==> src/rtl/comp_thresh_readback_fsm.sv <==
// -----------------------------------------------------------------------------
// comp_thresh_readback_fsm
//
// Serial readback engine for the comparator-threshold DAC chain. It is the
// receive-side counterpart of the threshold load FSM. When START is raised,
// the engine gates WIDTH shift cycles out to the DAC chain. It captures the
// chain's serial output (SDO) into a parallel word, which software uses to
// verify the loaded thresholds. START is a level request: it is held high
// until RD_DONE is seen and then dropped.
//
// All registers update on the FALLING edge of CLK.
//
// Optional build macro: CTL_RDBK_TMR_EN
//   - Defined: state, count, shift register, SHFT_ENA, BUSY, RD_DONE and
//     RD_DATA are triplicated. Each replica computes its next value from the
//     majority-voted copies, so every replica reloads from the vote each cycle
//     (self-scrubbing). The outputs are voted. TMR_ERR latches any
//     disagreement between replicas.
//   - Undefined: a single copy is built and TMR_ERR is tied to 0.
//   Cycle behaviour is identical in both builds.
//
// Parameters
//   WIDTH      bits per readback word (2..32)
//   MSB_FIRST  1: the first captured bit lands in RD_DATA[WIDTH-1]
//              0: the first captured bit lands in RD_DATA[0]
//
// Ports
//   CLK       in   system clock (falling-edge active)
//   RST       in   asynchronous active-high reset
//   START     in   readback request (level)
//   SDO       in   serial data from the DAC chain, sampled while shifting
//   SHFT_ENA  out  high for exactly WIDTH cycles per readback
//   BUSY      out  high in Arm and Shift
//   RD_DONE   out  high in Done
//   RD_DATA   out  last completed readback word
//   TMR_ERR   out  sticky replica-mismatch flag (0 when TMR is not built)
// -----------------------------------------------------------------------------
module comp_thresh_readback_fsm #(
    parameter int WIDTH     = 16,
    parameter bit MSB_FIRST = 1'b1
) (
    input  logic             CLK,
    input  logic             RST,
    input  logic             START,
    input  logic             SDO,
    output logic             SHFT_ENA,
    output logic             BUSY,
    output logic             RD_DONE,
    output logic [WIDTH-1:0] RD_DATA,
    output logic             TMR_ERR
);

    localparam int CW = $clog2(WIDTH) + 1;

    localparam logic [1:0] ST_IDLE  = 2'b00;
    localparam logic [1:0] ST_ARM   = 2'b01;
    localparam logic [1:0] ST_DONE  = 2'b10;
    localparam logic [1:0] ST_SHIFT = 2'b11;

    localparam logic [CW-1:0] CNT_LAST = CW'(WIDTH - 1);
    localparam logic [CW-1:0] CNT_ONE  = CW'(1);

`ifdef CTL_RDBK_TMR_EN
    localparam int NREP = 3;
`else
    localparam int NREP = 1;
`endif

    // Shift one serial bit into the capture register in the configured order.
    function automatic logic [WIDTH-1:0] shift_in(input logic [WIDTH-1:0] s,
                                                   input logic b);
        if (MSB_FIRST) begin
            shift_in = {s[WIDTH-2:0], b};
        end else begin
            shift_in = {b, s[WIDTH-1:1]};
        end
    endfunction

    // Per-replica register values, gathered for voting.
    logic [1:0]       state_rep [NREP];
    logic [CW-1:0]    count_rep [NREP];
    logic [WIDTH-1:0] sreg_rep  [NREP];
    logic [WIDTH-1:0] data_rep  [NREP];
    logic             shft_rep  [NREP];
    logic             busy_rep  [NREP];
    logic             done_rep  [NREP];

    // Voted view of the state (this is the single copy when TMR is not built).
    logic [1:0]       v_state;
    logic [CW-1:0]    v_count;
    logic [WIDTH-1:0] v_sreg;
    logic [WIDTH-1:0] v_data;
    logic             v_shft;
    logic             v_busy;
    logic             v_done;

    for (genvar r = 0; r < NREP; r++) begin : g_rep
        (* keep = "true", preserve = "true" *) logic [1:0]       state_r;
        (* keep = "true", preserve = "true" *) logic [CW-1:0]    count_r;
        (* keep = "true", preserve = "true" *) logic [WIDTH-1:0] sreg_r;
        (* keep = "true", preserve = "true" *) logic [WIDTH-1:0] data_r;
        (* keep = "true", preserve = "true" *) logic             shft_r;
        (* keep = "true", preserve = "true" *) logic             busy_r;
        (* keep = "true", preserve = "true" *) logic             done_r;

        logic [1:0]       state_nx;
        logic [CW-1:0]    count_nx;
        logic [WIDTH-1:0] sreg_nx;
        logic [WIDTH-1:0] data_nx;

        // Next-state and datapath: computed from the voted values so that a
        // corrupted replica is rewritten on the following edge.
        always_comb begin
            state_nx = ST_IDLE;
            count_nx = v_count;
            sreg_nx  = v_sreg;
            data_nx  = v_data;
            case (v_state)
                ST_IDLE: begin
                    if (START) begin
                        state_nx = ST_ARM;
                    end else begin
                        state_nx = ST_IDLE;
                    end
                end
                ST_ARM: begin
                    state_nx = ST_SHIFT;
                    count_nx = {CW{1'b0}};
                end
                ST_SHIFT: begin
                    sreg_nx  = shift_in(v_sreg, SDO);
                    count_nx = v_count + CNT_ONE;
                    // The final capture and the word commit happen on the
                    // same edge, so a partial word never reaches RD_DATA.
                    if (v_count == CNT_LAST) begin
                        state_nx = ST_DONE;
                        data_nx  = shift_in(v_sreg, SDO);
                    end else begin
                        state_nx = ST_SHIFT;
                    end
                end
                ST_DONE: begin
                    if (START) begin
                        state_nx = ST_DONE;
                    end else begin
                        state_nx = ST_IDLE;
                    end
                end
                // An unknown (X) state falls back to Idle.
                default: begin
                    state_nx = ST_IDLE;
                end
            endcase
        end

        // Replica registers. The outputs are decoded from the next state so
        // that they are registered and line up with the state.
        always_ff @(negedge CLK or posedge RST) begin
            if (RST) begin
                state_r <= ST_IDLE;
                count_r <= {CW{1'b0}};
                sreg_r  <= {WIDTH{1'b0}};
                data_r  <= {WIDTH{1'b0}};
                shft_r  <= 1'b0;
                busy_r  <= 1'b0;
                done_r  <= 1'b0;
            end else begin
                state_r <= state_nx;
                count_r <= count_nx;
                sreg_r  <= sreg_nx;
                data_r  <= data_nx;
                shft_r  <= (state_nx == ST_SHIFT);
                busy_r  <= (state_nx == ST_ARM) || (state_nx == ST_SHIFT);
                done_r  <= (state_nx == ST_DONE);
            end
        end

        assign state_rep[r] = state_r;
        assign count_rep[r] = count_r;
        assign sreg_rep[r]  = sreg_r;
        assign data_rep[r]  = data_r;
        assign shft_rep[r]  = shft_r;
        assign busy_rep[r]  = busy_r;
        assign done_rep[r]  = done_r;
    end

`ifdef CTL_RDBK_TMR_EN
    // Bitwise 2-of-3 majority.
    function automatic logic [31:0] maj3(input logic [31:0] a,
                                         input logic [31:0] b,
                                         input logic [31:0] c);
        maj3 = (a & b) | (a & c) | (b & c);
    endfunction

    // True when any of the three copies differ.
    function automatic logic diff3(input logic [31:0] a,
                                   input logic [31:0] b,
                                   input logic [31:0] c);
        diff3 = (a != b) || (a != c);
    endfunction

    assign v_state = 2'(maj3(32'(state_rep[0]), 32'(state_rep[1]), 32'(state_rep[2])));
    assign v_count = CW'(maj3(32'(count_rep[0]), 32'(count_rep[1]), 32'(count_rep[2])));
    assign v_sreg  = WIDTH'(maj3(32'(sreg_rep[0]), 32'(sreg_rep[1]), 32'(sreg_rep[2])));
    assign v_data  = WIDTH'(maj3(32'(data_rep[0]), 32'(data_rep[1]), 32'(data_rep[2])));
    assign v_shft  = (shft_rep[0] & shft_rep[1]) | (shft_rep[0] & shft_rep[2]) | (shft_rep[1] & shft_rep[2]);
    assign v_busy  = (busy_rep[0] & busy_rep[1]) | (busy_rep[0] & busy_rep[2]) | (busy_rep[1] & busy_rep[2]);
    assign v_done  = (done_rep[0] & done_rep[1]) | (done_rep[0] & done_rep[2]) | (done_rep[1] & done_rep[2]);

    logic rep_diff;
    logic tmr_err_r;

    assign rep_diff = diff3(32'(state_rep[0]), 32'(state_rep[1]), 32'(state_rep[2]))
                    | diff3(32'(count_rep[0]), 32'(count_rep[1]), 32'(count_rep[2]))
                    | diff3(32'(sreg_rep[0]),  32'(sreg_rep[1]),  32'(sreg_rep[2]))
                    | diff3(32'(data_rep[0]),  32'(data_rep[1]),  32'(data_rep[2]))
                    | diff3(32'(shft_rep[0]),  32'(shft_rep[1]),  32'(shft_rep[2]))
                    | diff3(32'(busy_rep[0]),  32'(busy_rep[1]),  32'(busy_rep[2]))
                    | diff3(32'(done_rep[0]),  32'(done_rep[1]),  32'(done_rep[2]));

    // Sticky mismatch flag: set on any disagreement, cleared only by reset.
    always_ff @(negedge CLK or posedge RST) begin
        if (RST) begin
            tmr_err_r <= 1'b0;
        end else if (rep_diff) begin
            tmr_err_r <= 1'b1;
        end else begin
            tmr_err_r <= tmr_err_r;
        end
    end

    assign TMR_ERR = tmr_err_r;
`else
    assign v_state = state_rep[0];
    assign v_count = count_rep[0];
    assign v_sreg  = sreg_rep[0];
    assign v_data  = data_rep[0];
    assign v_shft  = shft_rep[0];
    assign v_busy  = busy_rep[0];
    assign v_done  = done_rep[0];
    assign TMR_ERR = 1'b0;
`endif

    assign SHFT_ENA = v_shft;
    assign BUSY     = v_busy;
    assign RD_DONE  = v_done;
    assign RD_DATA  = v_data;

endmodule

==> config.mk <==
export PLATFORM = sky130hd
export DESIGN_NAME = comp_thresh_readback_fsm
export DESIGN_NICKNAME = d
export VERILOG_FILES = /design/src/rtl/comp_thresh_readback_fsm.sv
export SDC_FILE = /design/constraint.sdc
export NUM_CORES = 1
export LEC_CHECK = 0
export CELL_PAD_IN_SITES_DETAIL_PLACEMENT = 1
export CELL_PAD_IN_SITES_GLOBAL_PLACEMENT = 1
export CORE_MARGIN = 4
export CORE_UTILIZATION = 30
export DETAILED_ROUTE_END_ITERATION = 6
export PLACE_DENSITY_LB_ADDON = 0.05
export SETUP_SLACK_MARGIN = 0.4
export SLEW_MARGIN = 25
export SYNTH_ARGS = -nofsm -noshare
export SYNTH_HDL_FRONTEND = slang
export SYNTH_SLANG_ARGS = --single-unit
==> constraint.sdc <==
create_clock -name CLK -period 2.35 [get_ports CLK]
set_clock_uncertainty 0.15 [all_clocks]
set_input_delay 0.47 -clock CLK [delete_from_list [all_inputs] [get_ports CLK]]
set_output_delay 0.47 -clock CLK [all_outputs]
set_load 0.005 [all_outputs]
======== After elaboration in Yosys (flattened, before gate mapping) ========
Index checks and enable logic that the tools add are counted.
word-level totals
  bits of input ports ..................... 4
  register bits ........................... 42
  word-level logic and storage cells ...... 24
  output and inout port bits .............. 20
operators by class
  eq/ne operators ......................... 7
  reduce and logical (&&, ||, !) cells .... 4
  mux-type cells .......................... 5
  add/subtract/negate cells ............... 1
operators with widths
  operator             number
  $pmux 5 s2           1
  $eq 2x2->1 const B   4
  $pmux 2 s4           1
  $add 5x1->5 const B  1
  $eq 5x4->1 const B   1
  $eq 2x1->1 const B   2
  $logic_not 2->1      1
  $mux 1               2
  $mux 2               1
  $reduce_and 2->1     1
  $reduce_bool 2->1    1
  $logic_or 1x1->1     1

======== Longest topological paths before layout ========
Gate-level depths: netlist of the first run.
  depth after elaboration ................. 5
  depth in mapped cells ................... 6
  gate-level depth less buffers ........... 5

==> results_dict.tcl, run 1 <==
set metrics [dict create \
    status "finished with violations" \
    violations "setup timing" \
    min-delay-start "RD_DATA[12]" \
    grt_max_degree 13 \
    timing.rr.start "g_rep[0].count_r[0]" \
    vias 995 \
    n_antenna_cell 0 \
    initial_utilization_pct 31.5 \
    critPathArrivalTime_ps 2010 \
    place_inst 204 \
    areaGrowthSynthToFinish_pct 28.1 \
    setup_viol 19 \
    fillCellCount 589 \
    cts_buffers 5 \
    fin_nets 162 \
    worstPathMaxFanout 2 \
    fin_ws_ps -279 \
    drt-initial-drc-count 7 \
    cp-start-kind "register" \
    crit_type "reg2out" \
    seqCellArea_mm2 0.00103 \
    drv_cap 0 \
    ios 24 \
    slew_viol_final 0 \
    multi_input_area_um2 594 \
    combPwrFrac_pct 39.8 \
    yosysWarnings 0 \
    holdBufCountCts 0 \
    drt_pass1_iterations 2 \
    drive_gt1_share_pct 57.7 \
    syn_avg_cell_area_um2 14.2 \
    critical_path_buf_inv_count 1 \
    layout.cells.most_common "dfrtn_1" \
    antenna_found_initial 0 \
    clk_path_buf_depth 2 \
    h-tree-depth 2 \
    track_usage_pct 10.3 \
    ant_nets 0 \
    crit_chain "buf_2" \
    syn-num-nets 130 \
    die_h_um 84.7 \
    path_clk_slew_ps 50 \
    worst_path_max_delay_cell "dfrtn_1" \
    netlist_area_mm2 0.00177 \
    path_delay_family "flip-flops" \
    rows 27 \
    die_area_mm2 0.00718 \
    die_w_um 84.7 \
    routabilityCongestion 0.676 \
    final_cell_area_mm2 0.00226 \
    insertion_delay_ps 300 \
    grt-ovfl-total 0 \
    numPortBuffers 22 \
    crit_start "RD_DATA[1]" \
    critPathMaxStageDelay_ps 420 \
    pre_cts_slack_ps -358 \
    grt_setup_unrepaired "yes" \
    cts_tree "yes" \
    final_cell_mix "dfrtn_1, mux2_2, buf_2, buf_4, mux2_4" \
    vias_per_cell 4.36 \
    critPathRequiredTime_ps 1730 \
    p_leak_nw 1.08 \
    clock-sinks 41 \
    placeableCoreArea_mm2 0.00561 \
    p_sw_share_pct 28.9 \
    drt-wirelength-per-cell_um 14.1 \
    switchingPower_mw 0.841 \
    cts_root_buf "clkbuf_8" \
    p_per_area_mw_per_mm2 1290 \
    intPower_mw 2.07 \
    wirelength_um 3220 \
    hpwl_um 1960 \
    seqPwrFrac_pct 44.3 \
    finalHoldViolations 0 \
    final_cells 228 \
    total_power_mw 2.91 \
    drc_errors 0 \
    placed_cell_area_mm2 0.00201 \
    syn_inst 124 \
    power_frac_clock_pct 15.8 \
    holdCritPathClass "reg2reg" \
    grt_pass1_vias 1114 \
    peakVddDrop_uv 421 \
    grt_pass1_wl_um 5640 \
    endpoint_kind "output pin" \
]
==> path summary, 6_finish.rpt <==
| path | end | slack, ps | depth (start not counted) |
|---|---|---|---|
| min in group asynchronous | RD_DATA[4] | 1330 | 3 |
| hold / removal | RD_DATA[12] | 300 | 1 |
| setup / recovery | RD_DATA[1] | -280 | 1 |
| max in group asynchronous | RD_DATA[6] | 430 | 3 |
| setup reg to reg | RD_DATA[4] | 490 | 6 |
| hold reg to reg | RD_DATA[12] | 300 | 1 |
==> registers in the layout (all words and copies together) (netlist names) <==
name and cells:
RD_DATA 16, BUSY 1, g_rep.sreg_r 15, SHFT_ENA 1
g_rep.count_r 5, g_rep.state_r 2, RD_DONE 1
==> routing by layer <==
metal / global-route usage (%) / vias up / part of all wire (%)
met5: 0 / - / 0
met4: 4.32 / 0 / 2.0
met3: 4.12 / 6 / 5.0
met2: 16.5 / 18 / 49
met1: 12.1 / 506 / 44
li1: - / 465 / -
==> area by class of cell <==
type,count,area share [%]
multi-input combinational,56,26.3
inverter,5,0.996
tap,72,3.98
timing repair buffer,47,19.5
clock buffer,7,3.82
sequential,41,45.4
==> power groups by stage <==
stage | clock network (mW) | logic, mW | registers [mW]
2_1_floorplan | 0 | 0.886 | 1.24
3_3_place_gp | 0 | 1.09 | 1.33
3_5_place_dp | 0 | 1.12 | 1.35
4_1_cts | 0.484 | 1.08 | 1.33
5_1_grt | 0.514 | 1.28 | 1.36
6_report | 0.461 | 1.16 | 1.29
==> through the flow <==
step / setup TNS (ps) / util [%] / hold slack [ps]
3_5_place_dp: -8340 / 35.9 / 306
6_report: -4720 / 40.3 / 296
3_3_place_gp: -8110 / 35.9 / 290
4_1_cts: -5040 / 39.3 / 303
2_1_floorplan: 0 / - / 274
5_1_grt: -5590 / 40.3 / 310
==> what timing repair did <==
item / 4_1_cts / 5_1_grt
endpoints found under the setup margin: 68 / 49
cloned: 3 / 0
pin swaps: 1 / 1
setup buffers: 7 / 7
resized for setup: 95 / 1
Note: power is estimated with default switching activity, not from simulation.
==> inputs of run 2 (changes only) <==
Settings changed: CORE_UTILIZATION 30 to 46, CTS_BUF_LIST set to sky130_fd_sc_hd__clkbuf_8.
==> run 2 against run 1 <==
The run still ends with setup timing left. Clock-buffer cell count fell by 1. Critical path depth stayed put. Critical path type unchanged. Sequential power about the same. Sequential share of layout area up 1.2 points. Cell count fell by 8.8%. Largest power group unchanged. Largest cell class unchanged.
==> results_dict.tcl, run 2 (synthesis gave the netlist of run 1 again) <==
set metrics [dict create \
    crit_chain "buf_2" \
    final_cell_area_mm2 0.00220 \
    path_delay_family "flip-flops" \
    critical_path_buf_inv_count 1 \
    areaGrowthSynthToFinish_pct 24.8 \
    layout.cells.most_common "dfrtn_1" \
    drt_pass1_iterations 5 \
    fin_ws_ps -288 \
    wirelength_um 3270 \
    placed_cell_area_mm2 0.00198 \
    slew_viol_final 0 \
    finalHoldViolations 0 \
    critPathMaxStageDelay_ps 430 \
    path_clk_slew_ps 50 \
    grt_max_degree 20 \
    fin_nets 166 \
    drive_gt1_share_pct 60.0 \
    die_h_um 70.0 \
    numPortBuffers 22 \
    antenna_found_initial 0 \
    routabilityCongestion 0.746 \
    crit_start "RD_DATA[1]" \
    rows 22 \
    r2r_slack_ps 410 \
    largest_reg_flops 16 \
    holdBufCountCts 0 \
    grt_pass1_wl_um 5080 \
    die_area_mm2 0.00489 \
    p_leak_nw 1.07 \
    whs_path_depth 1 \
    insertion_delay_ps 290 \
    die_w_um 70.0 \
    clk_path_buf_depth 2 \
    grt_pass1_vias 1044 \
    whs_ps 295 \
    critPathArrivalTime_ps 2020 \
    drv_cap 0 \
    setup_tns_ps -4780 \
    ant_nets 0 \
    ios 24 \
    grt_setup_unrepaired "yes" \
    worst_path_max_delay_cell "dfrtn_1" \
    cts_buffers 5 \
    clock-sinks 41 \
    r2r_end "RD_DATA[8]" \
    crit_cells 1 \
    crit_type "reg2out" \
    vias 1019 \
    drt-wirelength-per-cell_um 15.7 \
    critPathRequiredTime_ps 1730 \
    violations "setup timing" \
    peakVddDrop_uv 643 \
    vias_per_cell 4.90 \
    pre_cts_slack_ps -413 \
    timing.rr.start "g_rep[0].count_r[1]" \
    endpoint_kind "output pin" \
    hpwl_um 2010 \
    setup_viol 19 \
    final_util_pct 59.7 \
    crit_path_end "RD_DATA[1]" \
    p_per_area_mw_per_mm2 1370 \
    placeableCoreArea_mm2 0.00369 \
    worstPathMaxFanout 2 \
    holdCritPathClass "reg2reg" \
    track_usage_pct 13.4 \
    cts_root_buf "clkbuf_8" \
    cp-start-kind "register" \
    cts_tree "yes" \
    final_cells 208 \
    grt-ovfl-total 0 \
    initial_utilization_pct 47.9 \
    place_inst 179 \
    total_power_mw 3.01 \
    drt-initial-drc-count 29 \
    h-tree-depth 2 \
    status "finished with violations" \
    n_antenna_cell 0 \
    r2r_cells 6 \
    drc_errors 0 \
    final_cell_mix "dfrtn_1, buf_4, mux2_2, buf_2, mux2_4" \
]
==> run 2: cell type report <==
type	instances	area [um^2]
inverters	5	22.5
repair buffers	51	407
clock inverters	1	3.75
clock buffers	6	82.6
fillers	379	1490
well taps	48	60.1
flip-flops and latches	41	1030
multi-input cells	56	602
==> run 2: power breakdown <==
| part | total [mW] | leakage (nW) | internal, mW | switching [mW] |
|---|---|---|---|---|
| Combinational | 1.24 | 0.544 | 0.810 | 0.431 |
| Clock | 0.461 | 0.0485 | 0.229 | 0.233 |
| Sequential | 1.31 | 0.476 | 1.09 | 0.226 |
==> run 2: what timing repair did <==
item	in CTS	in global routing
hold endpoints to repair	0	0
pin swaps	1	3
gates resized for setup	93	4
cloned	0	1
setup buffers	6	15
setup endpoints to repair	49	47
==> run 2: worst min-delay path by stage <==
| stage | from | endpoint |
|---|---|---|
| 3_5_place_dp | RD_DATA[10] | RD_DATA[10] |
| 2_1_floorplan | g_rep[0].count_r[0] | g_rep[0].count_r[0] |
| 6_report | RD_DATA[12] | RD_DATA[12] |
| 3_3_place_gp | g_rep[0].count_r[0] | g_rep[0].count_r[0] |
| 5_1_grt | RD_DATA[13] | RD_DATA[13] |
| 4_1_cts | RD_DATA[10] | RD_DATA[10] |
==> run 2: metal layers <==
layer  up-vias  track usage [%]  share of wire [%]
li1        470                -                  -
met1       525             15.7                 44
met2        20             22.1                 51
met3         4             5.76                4.3
met4         0             3.83               0.98
met5         -                0                  0
==> inputs of run 3 (changes only) <==
Settings changed: CORE_MARGIN 4 to unset.
==> run 3 against run 2 <==
Sequential power is essentially flat. Non-clock buffer count grew 1. Die area shrank 16%. Cell count grew 0.96%. The run still ends with setup timing left.
==> results_dict.tcl, run 3 (synthesis gave the netlist of run 1 again) <==
set metrics [dict create \
    status "finished with violations" \
    violations "setup timing" \
    p_leak_nw 1.09 \
    holdPathEnd "RD_DATA[12]" \
    rows 22 \
    p_per_area_mw_per_mm2 1390 \
    setup_tns_ps -4720 \
    drc_errors 0 \
    endpoint_kind "output pin" \
    crit_type "reg2out" \
    critical_path_buf_inv_count 1 \
    ant_nets 0 \
    critPathArrivalTime_ps 2010 \
    multi_input_area_um2 601 \
    vias 1027 \
    path_clk_slew_ps 50 \
    cts_root_buf "clkbuf_8" \
    final_cell_area_mm2 0.00225 \
    ios 24 \
    antenna_found_initial 0 \
    drt-initial-drc-count 9 \
    r2r_cells 6 \
    m1WireLength_um 1370 \
    routabilityCongestion 0.779 \
    route.met2.wl_um 1500 \
    whs_path_depth 1 \
    fin_ws_ps -284 \
    finalHoldViolations 0 \
    initial_utilization_pct 48.2 \
    drt-wirelength-per-cell_um 14.3 \
    fillCellCount 360 \
    peakVddDrop_uv 609 \
    fin_nets 167 \
    placeableCoreArea_mm2 0.00366 \
    vias_per_cell 4.89 \
    r2r_end "RD_DATA[4]" \
    h-tree-depth 2 \
    placed_cell_area_mm2 0.00197 \
    largest_reg_flops 16 \
    wirelength_um 3000 \
    die_h_um 64.0 \
    slew_viol_final 0 \
    seqCellArea_mm2 0.00103 \
    whs_ps 294 \
    numPortBuffers 22 \
    r2r_slack_ps 460 \
    cts_tree "yes" \
    final_cell_mix "dfrtn_1, buf_4, mux2_2, buf_2, mux2_4" \
    cp-start-kind "register" \
    top_layer "met4" \
    min-delay-start "RD_DATA[12]" \
    critPathMaxStageDelay_ps 430 \
    drt_pass1_iterations 4 \
    insertion_delay_ps 290 \
    setup_viol 19 \
    die_area_mm2 0.00409 \
    grt_pass1_vias 1044 \
    track_usage_pct 16.6 \
    drv_cap 0 \
    worstPathMaxFanout 2 \
    total_power_mw 3.11 \
    critPathRequiredTime_ps 1730 \
    grt_setup_unrepaired "yes" \
    path_delay_family "flip-flops" \
    hpwl_um 1800 \
    holdBufCountCts 0 \
    clk_path_buf_depth 2 \
    wl_met3_um 105 \
    drive_gt1_share_pct 59.3 \
    grt_max_degree 17 \
    n_antenna_cell 0 \
    die_w_um 64.0 \
    holdCritPathClass "reg2reg" \
    worst_path_max_delay_cell "dfrtn_1" \
    areaGrowthSynthToFinish_pct 27.3 \
    clock-sinks 41 \
    crit_chain "buf_2" \
    timing.rr.start "g_rep[0].count_r[1]" \
    cts_buffers 5 \
    grt_pass1_wl_um 5070 \
    layout.cells.most_common "dfrtn_1" \
    grt-ovfl-total 0 \
]
==> run 3: worst max-delay path by stage <==
| stage | endpoint | start | depth (start not counted) | slack (ps) |
|---|---|---|---|---|
| after floorplan | RD_DATA[0] | RD_DATA[0] | 1 | 70 |
| after global placement | RD_DATA[0] | RD_DATA[0] | 1 | -350 |
| after detailed placement | RD_DONE | START | 3 | -400 |
| after CTS | RD_DATA[1] | RD_DATA[1] | 1 | -280 |
| after global routing | RD_DATA[5] | RD_DATA[5] | 1 | -320 |
| final | RD_DATA[5] | RD_DATA[5] | 1 | -280 |
==> run 3: final cells by class <==
cell class / count / share of cell area, %
Timing Repair Buffer: 52 / 18.8
Multi-Input combinational cell: 56 / 26.7
Clock inverter: 2 / 1.50
Sequential cell: 41 / 45.7
Inverter: 5 / 1.00
Clock buffer: 6 / 3.67
Tap cell: 48 / 2.67
==> run 3: worst reg2reg max path, stage by stage, from the launching register on <==
cell and delay (ps):
dfrtn_1 440, ha_2 200, and3_1 210, ha_4 170
nand3_4 80, buf_12 190, mux2_4 310
==> run 3: routing by layer <==
metal  up-vias  GRT usage [%]
met3         2           3.93
li1        482              -
met5         -              0
met1       525           20.0
met4         0           7.67
met2        18           27.9
==> run 3: repair_timing <==
item | CTS | global route
pin swaps | 1 | 1
gates resized for setup | 89 | 4
setup endpoints to repair | 65 | 47
setup buffers | 9 | 14
gates cloned | 1 | 0
==> run 3: report_power, final <==
part | total [mW] | switching (mW) | internal [mW]
logic | 1.24 | 0.423 | 0.815
clock network | 0.571 | 0.229 | 0.342
registers | 1.30 | 0.219 | 1.09
==> run 3: per-stage QoR <==
step                      cells  worst slack, ps  utilization [%]
after floorplan             124             72.4                -
after global placement      178             -347             53.8
after detailed placement    178             -404             53.8
after CTS                   196             -280             58.0
after global routing        210             -324             61.4
final                       210             -284             61.4
